### src/rtl/alu_mc.sv
// Multi-cycle ALU: single-cycle logic/arith/shift ops plus iterative unsigned
// multiply and restoring divide, with results behind a valid/ready handshake.
module alu_mc #(
    parameter int unsigned WIDTH  = 32,
    parameter bit          MUL_EN = 1'b1,
    parameter bit          DIV_EN = 1'b1
) (
    input  logic             clk,
    input  logic             reset,
    input  logic             in_valid,
    output logic             in_ready,
    input  logic [5:0]       Signal,
    input  logic [WIDTH-1:0] dataA,
    input  logic [WIDTH-1:0] dataB,
    output logic             out_valid,
    input  logic             out_ready,
    output logic [WIDTH-1:0] dataOut,
    output logic [WIDTH-1:0] dataHi,
    output logic             ovf,
    output logic             dbz,
    output logic             illegal
);
    localparam int unsigned SHW = $clog2(WIDTH);

    localparam logic [5:0] OP_SLL   = 6'd0;
    localparam logic [5:0] OP_SRL   = 6'd2;
    localparam logic [5:0] OP_SRA   = 6'd3;
    localparam logic [5:0] OP_MULTU = 6'd25;
    localparam logic [5:0] OP_DIVU  = 6'd27;
    localparam logic [5:0] OP_ADD   = 6'd32;
    localparam logic [5:0] OP_SUB   = 6'd34;
    localparam logic [5:0] OP_AND   = 6'd36;
    localparam logic [5:0] OP_OR    = 6'd37;
    localparam logic [5:0] OP_SLT   = 6'd42;

    typedef enum logic [1:0] {S_IDLE, S_BUSY, S_DONE} state_e;

    state_e           state_q, state_d;
    logic [WIDTH-1:0] hi_q, hi_d, lo_q, lo_d, b_q, b_d;
    logic [SHW-1:0]   cnt_q, cnt_d;
    logic             div_q, div_d, ovf_q, ovf_d, dbz_q, dbz_d, ill_q, ill_d;

    logic [WIDTH-1:0] sum_w, diff_w, mul_addend, div_diff;
    logic [WIDTH:0]   mul_sum, div_sh;
    logic             div_ge;
    logic [SHW-1:0]   shamt;

    // Single-cycle datapath and one iteration step of the multiply/divide
    assign sum_w      = dataA + dataB;
    assign diff_w     = dataA + ~dataB + WIDTH'(1);
    assign shamt      = dataB[SHW-1:0];
    assign mul_addend = lo_q[0] ? b_q : '0;
    assign mul_sum    = {1'b0, hi_q} + {1'b0, mul_addend};
    assign div_sh     = {hi_q, lo_q[WIDTH-1]};
    assign div_ge     = div_sh >= {1'b0, b_q};
    assign div_diff   = div_sh[WIDTH-1:0] - b_q;

    always_ff @(posedge clk or negedge reset) begin
        if (!reset) begin
            state_q <= S_IDLE;
            hi_q    <= '0;
            lo_q    <= '0;
            b_q     <= '0;
            cnt_q   <= '0;
            div_q   <= 1'b0;
            ovf_q   <= 1'b0;
            dbz_q   <= 1'b0;
            ill_q   <= 1'b0;
        end else begin
            state_q <= state_d;
            hi_q    <= hi_d;
            lo_q    <= lo_d;
            b_q     <= b_d;
            cnt_q   <= cnt_d;
            div_q   <= div_d;
            ovf_q   <= ovf_d;
            dbz_q   <= dbz_d;
            ill_q   <= ill_d;
        end
    end

    always_comb begin
        state_d = state_q;
        hi_d    = hi_q;
        lo_d    = lo_q;
        b_d     = b_q;
        cnt_d   = cnt_q;
        div_d   = div_q;
        ovf_d   = ovf_q;
        dbz_d   = dbz_q;
        ill_d   = ill_q;
        case (state_q)
            S_IDLE: begin
                if (in_valid) begin
                    state_d = S_DONE;
                    hi_d    = '0;
                    lo_d    = '0;
                    ovf_d   = 1'b0;
                    dbz_d   = 1'b0;
                    ill_d   = 1'b0;
                    case (Signal)
                        OP_AND: lo_d = dataA & dataB;
                        OP_OR:  lo_d = dataA | dataB;
                        OP_ADD: begin
                            lo_d  = sum_w;
                            ovf_d = (dataA[WIDTH-1] == dataB[WIDTH-1]) &&
                                    (sum_w[WIDTH-1] != dataA[WIDTH-1]);
                        end
                        OP_SUB: begin
                            lo_d  = diff_w;
                            ovf_d = (dataA[WIDTH-1] != dataB[WIDTH-1]) &&
                                    (diff_w[WIDTH-1] != dataA[WIDTH-1]);
                        end
                        OP_SLT: lo_d = ($signed(dataA) < $signed(dataB)) ? WIDTH'(1) : '0;
                        OP_SLL: lo_d = dataA << shamt;
                        OP_SRL: lo_d = dataA >> shamt;
                        OP_SRA: lo_d = WIDTH'($signed(dataA) >>> shamt);
                        OP_MULTU: begin
                            if (MUL_EN) begin
                                lo_d    = dataA;
                                b_d     = dataB;
                                div_d   = 1'b0;
                                cnt_d   = SHW'(WIDTH - 1);
                                state_d = S_BUSY;
                            end else begin
                                ill_d = 1'b1;
                            end
                        end
                        OP_DIVU: begin
                            if (DIV_EN) begin
                                lo_d    = dataA;
                                b_d     = dataB;
                                div_d   = 1'b1;
                                dbz_d   = (dataB == '0);
                                cnt_d   = SHW'(WIDTH - 1);
                                state_d = S_BUSY;
                            end else begin
                                ill_d = 1'b1;
                            end
                        end
                        default: ill_d = 1'b1;
                    endcase
                end
            end
            S_BUSY: begin
                // Divide by zero falls out naturally: quotient all ones, remainder = A
                if (div_q) begin
                    hi_d = div_ge ? div_diff : div_sh[WIDTH-1:0];
                    lo_d = {lo_q[WIDTH-2:0], div_ge};
                end else begin
                    {hi_d, lo_d} = {mul_sum, lo_q[WIDTH-1:1]};
                end
                cnt_d = cnt_q - SHW'(1);
                if (cnt_q == '0) begin
                    state_d = S_DONE;
                end
            end
            S_DONE: begin
                if (out_ready) begin
                    state_d = S_IDLE;
                end
            end
            default: state_d = S_IDLE;
        endcase
    end

    assign in_ready  = (state_q == S_IDLE);
    assign out_valid = (state_q == S_DONE);
    assign dataOut   = lo_q;
    assign dataHi    = hi_q;
    assign ovf       = ovf_q;
    assign dbz       = dbz_q;
    assign illegal   = ill_q;
endmodule

### config.mk
export PLATFORM = sky130hd
export DESIGN_NAME = alu_mc
export DESIGN_NICKNAME = d
export VERILOG_FILES = /design/src/rtl/alu_mc.sv
export SDC_FILE = /design/constraint.sdc
export NUM_CORES = 1
export LEC_CHECK = 0
export ABC_AREA = 1
export CAP_MARGIN = 20
export CORE_UTILIZATION = 40
export DETAILED_ROUTE_END_ITERATION = 12
export HOLD_SLACK_MARGIN = 0.02
export PLACE_DENSITY = 0.69
export SYNTH_ARGS = -nofsm -noshare
export SYNTH_HDL_FRONTEND = slang
export SYNTH_SLANG_ARGS = --single-unit
### constraint.sdc
create_clock -name clk -period 4.2 [get_ports clk]
set_input_delay 1.05 -clock clk [delete_from_list [all_inputs] [get_ports clk]]
set_output_delay 1.05 -clock clk [all_outputs]
set_load 0.1 [all_outputs]
======== Word-level counts from Yosys, hierarchy flattened ========
Cells that the tools add are included.
W data, S select, Z words.
cells by class
  equal/unequal tests ..................... 19
  add/subtract/negate cells ............... 6
  order comparisons ....................... 2
  bitwise operators ....................... 3
  muxes and demuxes ....................... 22
  shifts and indexed selects .............. 3
  reductions and logical operators ........ 16
operators by type and width
  operator                 count
  $pmux W32 S9             1
  $mux W32                 6
  $pmux W32 S2             2
  $add A32 B32 Y32         2
  $add A32 B32 Y33         1
  $ge A33 B32 Y1           1
  $add A32 B1 Y32 const B  1
  $and A32 B32 Y32         1
  $logic_not A32 Y1        1
  $lt A32 B32 Y1           1
  $not A32 Y32             1
  $or A32 B32 Y32          1
  $shl A32 B5 Y32          1
  $shr A32 B5 Y32          1
  $sshr A32 B5 Y32         1
  $sub A32 B32 Y32         1
  $eq A6 B6 Y1 const B     5
  $eq A6 B2 Y1 const B     2
  $eq A6 B5 Y1 const B     2
  $reduce_and A3 Y1        4
  $mux W5                  2
  $pmux W5 S2              1
  $reduce_or A10 Y1        1
  $mux W2                  4
  other kinds (17)         27
word-level totals
  word-level logic and storage cells ...... 80
  input port bits ......................... 74
  register bits after elaboration ......... 107

======== Longest topological paths before layout ========
  word-level depth ........................ 6
  gate-level depth with buffers ........... 21

======== Least setup slack after synthesis ========
OpenSTA, ideal clock, no wires.
  path kind ............................... in2reg
  from .................................... input dataB[3]
  to ...................................... register ovf_q (netlist: ovf)
  path buffers ............................ 4
  slack ................................... 0.979 ns
  data arrival time ....................... 3.108 ns
  setup time .............................. 0.113 ns
  data required time ...................... 4.087 ns
  stages on the path ...................... 20
  cells stage by stage .................... buf_2 -> inv_1 -> buf_2 -> buf_2 -> ha_1 -> buf_2 -> nor2_1 -> nand2_1 -> inv_1 -> nand2_1 -> nand2_1 -> nand2_1 -> nand2_1 -> nand2_1 -> nand2_1 -> nand2_1 -> nand4_1 -> nand3_1 -> nand2_1 -> inv_1
on the way
  word-level cells in the longest chain between the ends .. 6
  elaborated cells between the ends (all ways) .. 9
  classes of those cells .................. add/sub (3); eq/ne (2); mux (1); bitwise (1); reduce/logical (2)
ends and longest elaborated chain
  what                  RTL line  text
  start, declared       14        input logic [WIDTH-1:0] dataB,
  $not A32 Y32          50        assign diff_w = dataA + ~dataB + WIDTH'(1);
  $add A32 B32 Y32      50
  $add A32 B1 Y32       50
  $ne A1 B1 Y1          112       (diff_w[WIDTH-1] != dataA[WIDTH-1]);
  $logic_and A1 B1 Y1   111       ovf_d = (dataA[WIDTH-1] != dataB[WIDTH-1]) &&
  $pmux W1 S2 (*)       101       case (Signal)
  end signal, assigned  76        ovf_q <= ovf_d;
  end, declared         41        logic div_q, div_d, ovf_q, ovf_d, dbz_q, dbz_d, ill_q, ill_d;
Every way passes the cells marked *; elsewhere a longest branch is shown, timed or not.
A chain may end at the register's enable or synchronous reset.

======== Worst setup path after layout ========
  from .................................... input dataA[21]
  to ...................................... register lo_q[0] (netlist: dataOut[0])
on the way
  word-level cells in the longest chain between the ends .. 5
  elaborated cells between the ends (all ways) .. 8
  classes of those cells .................. order compare (1); shift (3); mux (4)
ends and longest elaborated chain
  what                  RTL line  text
  start, declared       13        input logic [WIDTH-1:0] dataA,
  $lt A32 B32 Y1        114       OP_SLT: lo_d = ($signed(dataA) < $signed(dataB)) ? WIDTH'(1) : '0;
  $mux W1               114
  $pmux W32 S9 (*)      101
  $mux W32 (*)          94        if (in_valid) begin
  $pmux W32 S2 (*)      92        case (state_q)
  end signal, assigned  72        lo_q <= lo_d;
  end, declared         39        logic [WIDTH-1:0] hi_q, hi_d, lo_q, lo_d, b_q, b_d;
Every way passes the cells marked *; elsewhere a longest branch is shown, timed or not. The select of a mux whose other input is x is not followed.

==> key figures <==
Outcome
  – Status: completed

STA
  – Max_slew headroom: 0.325
  – Clock Skew: 0.0134 ns
  – Final period util: 0.903
  – Final Max Slew Viols: 0
  – Setup violations, final: 0
  – Worst-Margin Slew: 1.01 ns
  – RSZ-0062 raised after global routing: false
  – Final Critical Period: 3.79 ns
  – Setup TNS: 0 ns
  – F_max: 264 MHz
  – Final Hold Viols: 0

Route
  – DR WL/cell: 20.8 um
  – Antenna Nets Post-Route: 0
  – Drt first-iter violations: 2876
  – # DRC: 0
  – DR pass1 iterations: 6
  – Vias per inst: 5.59
  – Via count: 25700
  – Post-Route WL: 95700 um

Finish
  – Finished Cell Area: 22900 um^2
  – Commonest non-fill, non-tap cell in the layout: nand2_1
  – Most frequent cells in the layout: nand2_1 (1346), nand3_1 (526), inv_1 (513), nor2_1 (371), a21oi_1 (222)
  – Nets: 4169
  – Layout cell share with drive strength beyond 1: 0.0412
  – Area Overhead vs Synth: 13.4%
  – Ant. Diodes: 0

Setup path
  – Crit end category: flip-flop
  – R2R setup slack: 0.95 ns
  – Critical-path top delay cell: clkdlybuf4s50_1
  – R2R depth: 15
  – Crit path from: dataA[21]
  – Setup Crit Path Kind: in -> reg
  – CP cell instances: clkdlybuf4s50_1 -> inv_1 -> ha_1 -> nor2_1 -> inv_1 -> nor2_1 -> nand2_1 -> nor3_1 -> nand2_1 -> nand3_1 -> nand3_1 -> nand2_1 -> nand2_1 -> a21oi_1
  – CP Capture Point: dataOut[0]$_DFFE_PN0P_
  – Crit path largest cell delay: 0.75 ns
  – CP arrival: 4.10 ns
  – Most used cell along the critical path: nand2_1
  – Critical-path maximum fanout: 9
  – R2R Path Start: dataOut[0]$_DFFE_PN0P_
  – Reg2reg end: dataHi[28]$_DFFE_PN0P_
  – Required @ worst endpoint: 4.51 ns
  – Startpoint types: input port

Clock network
  – CTS Buffer Depth: 2
  – CTS resizes: 0
  – Htree depth: 3
  – # Post-CTS Setup Buffers: 0
  – TritonCTS Buffers: 9
  – Post-CTS Hold Buffers: 0
  – Worst skew pair latency: 0.38 ns
  – CTS sink count: 107
  – CTS clk-pin slew, worst paths: 0.08 ns
  – Root buf cell: clkbuf_16
  – CTS tree: yes

Placed design
  – Post-DP HPWL: 80400 um
  – Cell Area, Placed: 22600 um^2
  – PortBufs: 142
  – Final GP Congestion: 1.11

Power
  – Pwr/cell area: 403 nW/um^2
  – Pwr Total: 9.23 mW
  – Maximum vdd drop: 0.000523 V
  – Leakage: 12.6 nW

Yosys
  – Post-synthesis cell area: 20200 um^2
  – Yosys warns: 0
  – Synth Net Count: 4057
  – Asr flop ratio synth: 1.00
  – Ranking of synthesized cells by area: nand2_1 (25%), dfrtp_1 (13%), nand3_1 (13%)
  – Yosys top cell area share: 0.250
  – Post-synth EDFFs: 0
  – Avg Inst Size Synth: 5.30 um^2
  – Register bit total from synthesis: 107
  – Seq/Total Area, Yosys: 0.132
  – Post-synth top area cell: nand2_1
  – Dominant synthesized flop cell: dfrtp_1
  – Synth cell types: 52
  – Cells after Synth: 3813

Worst hold path
  – Hold Path Class: reg -> reg

Floorplanning
  – Ports: 143
  – Core footprint: 50000 um^2
  – Chip Height: 227 um
  – Num rows: 82
  – Die footprint: 51400 um^2
  – Initial Util: 0.405
  – DIE WIDTH: 227 um

GRT
  – GR Overflow Total: 0
  – Initial antenna violation count: 1
  – Maximum number of pins on one net before global-route repair: 76
  – Vias in the first global route: 23800
  – First-pass GRT wire length: 143000 um
  – Gr usage total: 0.372

Run
  – Max_cap viols: 0
cells in the mapped netlist, types with 16 or more instances:
master and instances:
nand4_1 52, o21bai_1 18, o211ai_1 25, nor2_1 373, a21oi_1 222, nand2_1 1347
nand3_1 526, ha_1 166, nor3_1 33, o21ai_0 126, xor2_1 18, buf_2 54
clkbuf_1 63, dfrtp_1 107, inv_1 514, xnor2_1 16
final cells by class:
class	instances	area (um^2)
fill	5673	27000
multi-input combinational	3041	14900
sequential	107	2680
timing repair buffer	240	2200
inverter	526	1980
tap	672	841
clock buffer	10	239
clock inverter	5	62.6
through the flow:
stage / utilization / hold WS [ns] / std cells / setup WS [ns]
after detailed placement: 0.453 / 0.482 / 4586 / 0.0977
after global routing: 0.459 / 0.542 / 4601 / 0.185
after CTS: 0.459 / 0.500 / 4601 / 0.485
after floorplan: - / 0.456 / 3813 / 0.979
final: 0.459 / 0.493 / 4601 / 0.409
after global placement: 0.453 / 0.477 / 4586 / 0.0720
worst min path at each step:
stage / start / to / slack [ns] / cells after the start
floorplan: cnt_q[4]$_DFFE_PN0P_ / cnt_q[4]$_DFFE_PN0P_ / 0.46 / 2
global placement: cnt_q[4]$_DFFE_PN0P_ / cnt_q[4]$_DFFE_PN0P_ / 0.48 / 2
detailed placement: cnt_q[4]$_DFFE_PN0P_ / cnt_q[4]$_DFFE_PN0P_ / 0.48 / 2
CTS: cnt_q[4]$_DFFE_PN0P_ / cnt_q[4]$_DFFE_PN0P_ / 0.50 / 2
global route: cnt_q[0]$_DFFE_PN0P_ / cnt_q[0]$_DFFE_PN0P_ / 0.54 / 1
finish: cnt_q[4]$_DFFE_PN0P_ / cnt_q[4]$_DFFE_PN0P_ / 0.49 / 2
sequential cells by signal, indices dropped and copies added, names as in the netlist:
| signal | count |
|---|---|
| cnt_q | 5 |
| dataHi | 32 |
| dataOut | 32 |
| div_q | 1 |
| state_q | 2 |
| b_q | 32 |
| dbz | 1 |
| ovf | 1 |
| illegal | 1 |
power by group:
part | switching, mW | internal [mW]
Combinational | 4.74 | 1.78
Clock | 0.446 | 0.480
Sequential | 0.452 | 1.33
Total | 5.63 | 3.59
critical path, delay by kind of cell:
family | cells | cell delay (ns)
AOI/OAI and AO/OA | 1 | 0.15
adders and majority gates | 1 | 0.46
buffers and inverters | 3 | 0.92
and+or+nand+nor | 9 | 1.53
logic make-up (layout without fill, tap and decap cells):
logic type,Yosys count,in the layout,synth area share
xor gates and xnor gates,34,34,0.0147
buffers and inverters,665,781,0.130
adders and majority gates,170,170,0.107
DFF,107,107,0.132
AOI/OAI and AO/OA,436,436,0.117
and+or+nand+nor,2401,2401,0.499
per-layer routing:
layer	vias up	track usage	wire [um]
li1	12400	-	-
met2	1345	0.599	42400
met4	2	0.233	6910
met5	-	0	13
met3	275	0.0455	7800
met1	11700	0.471	38600
Power figures use the tool's default switching activity.
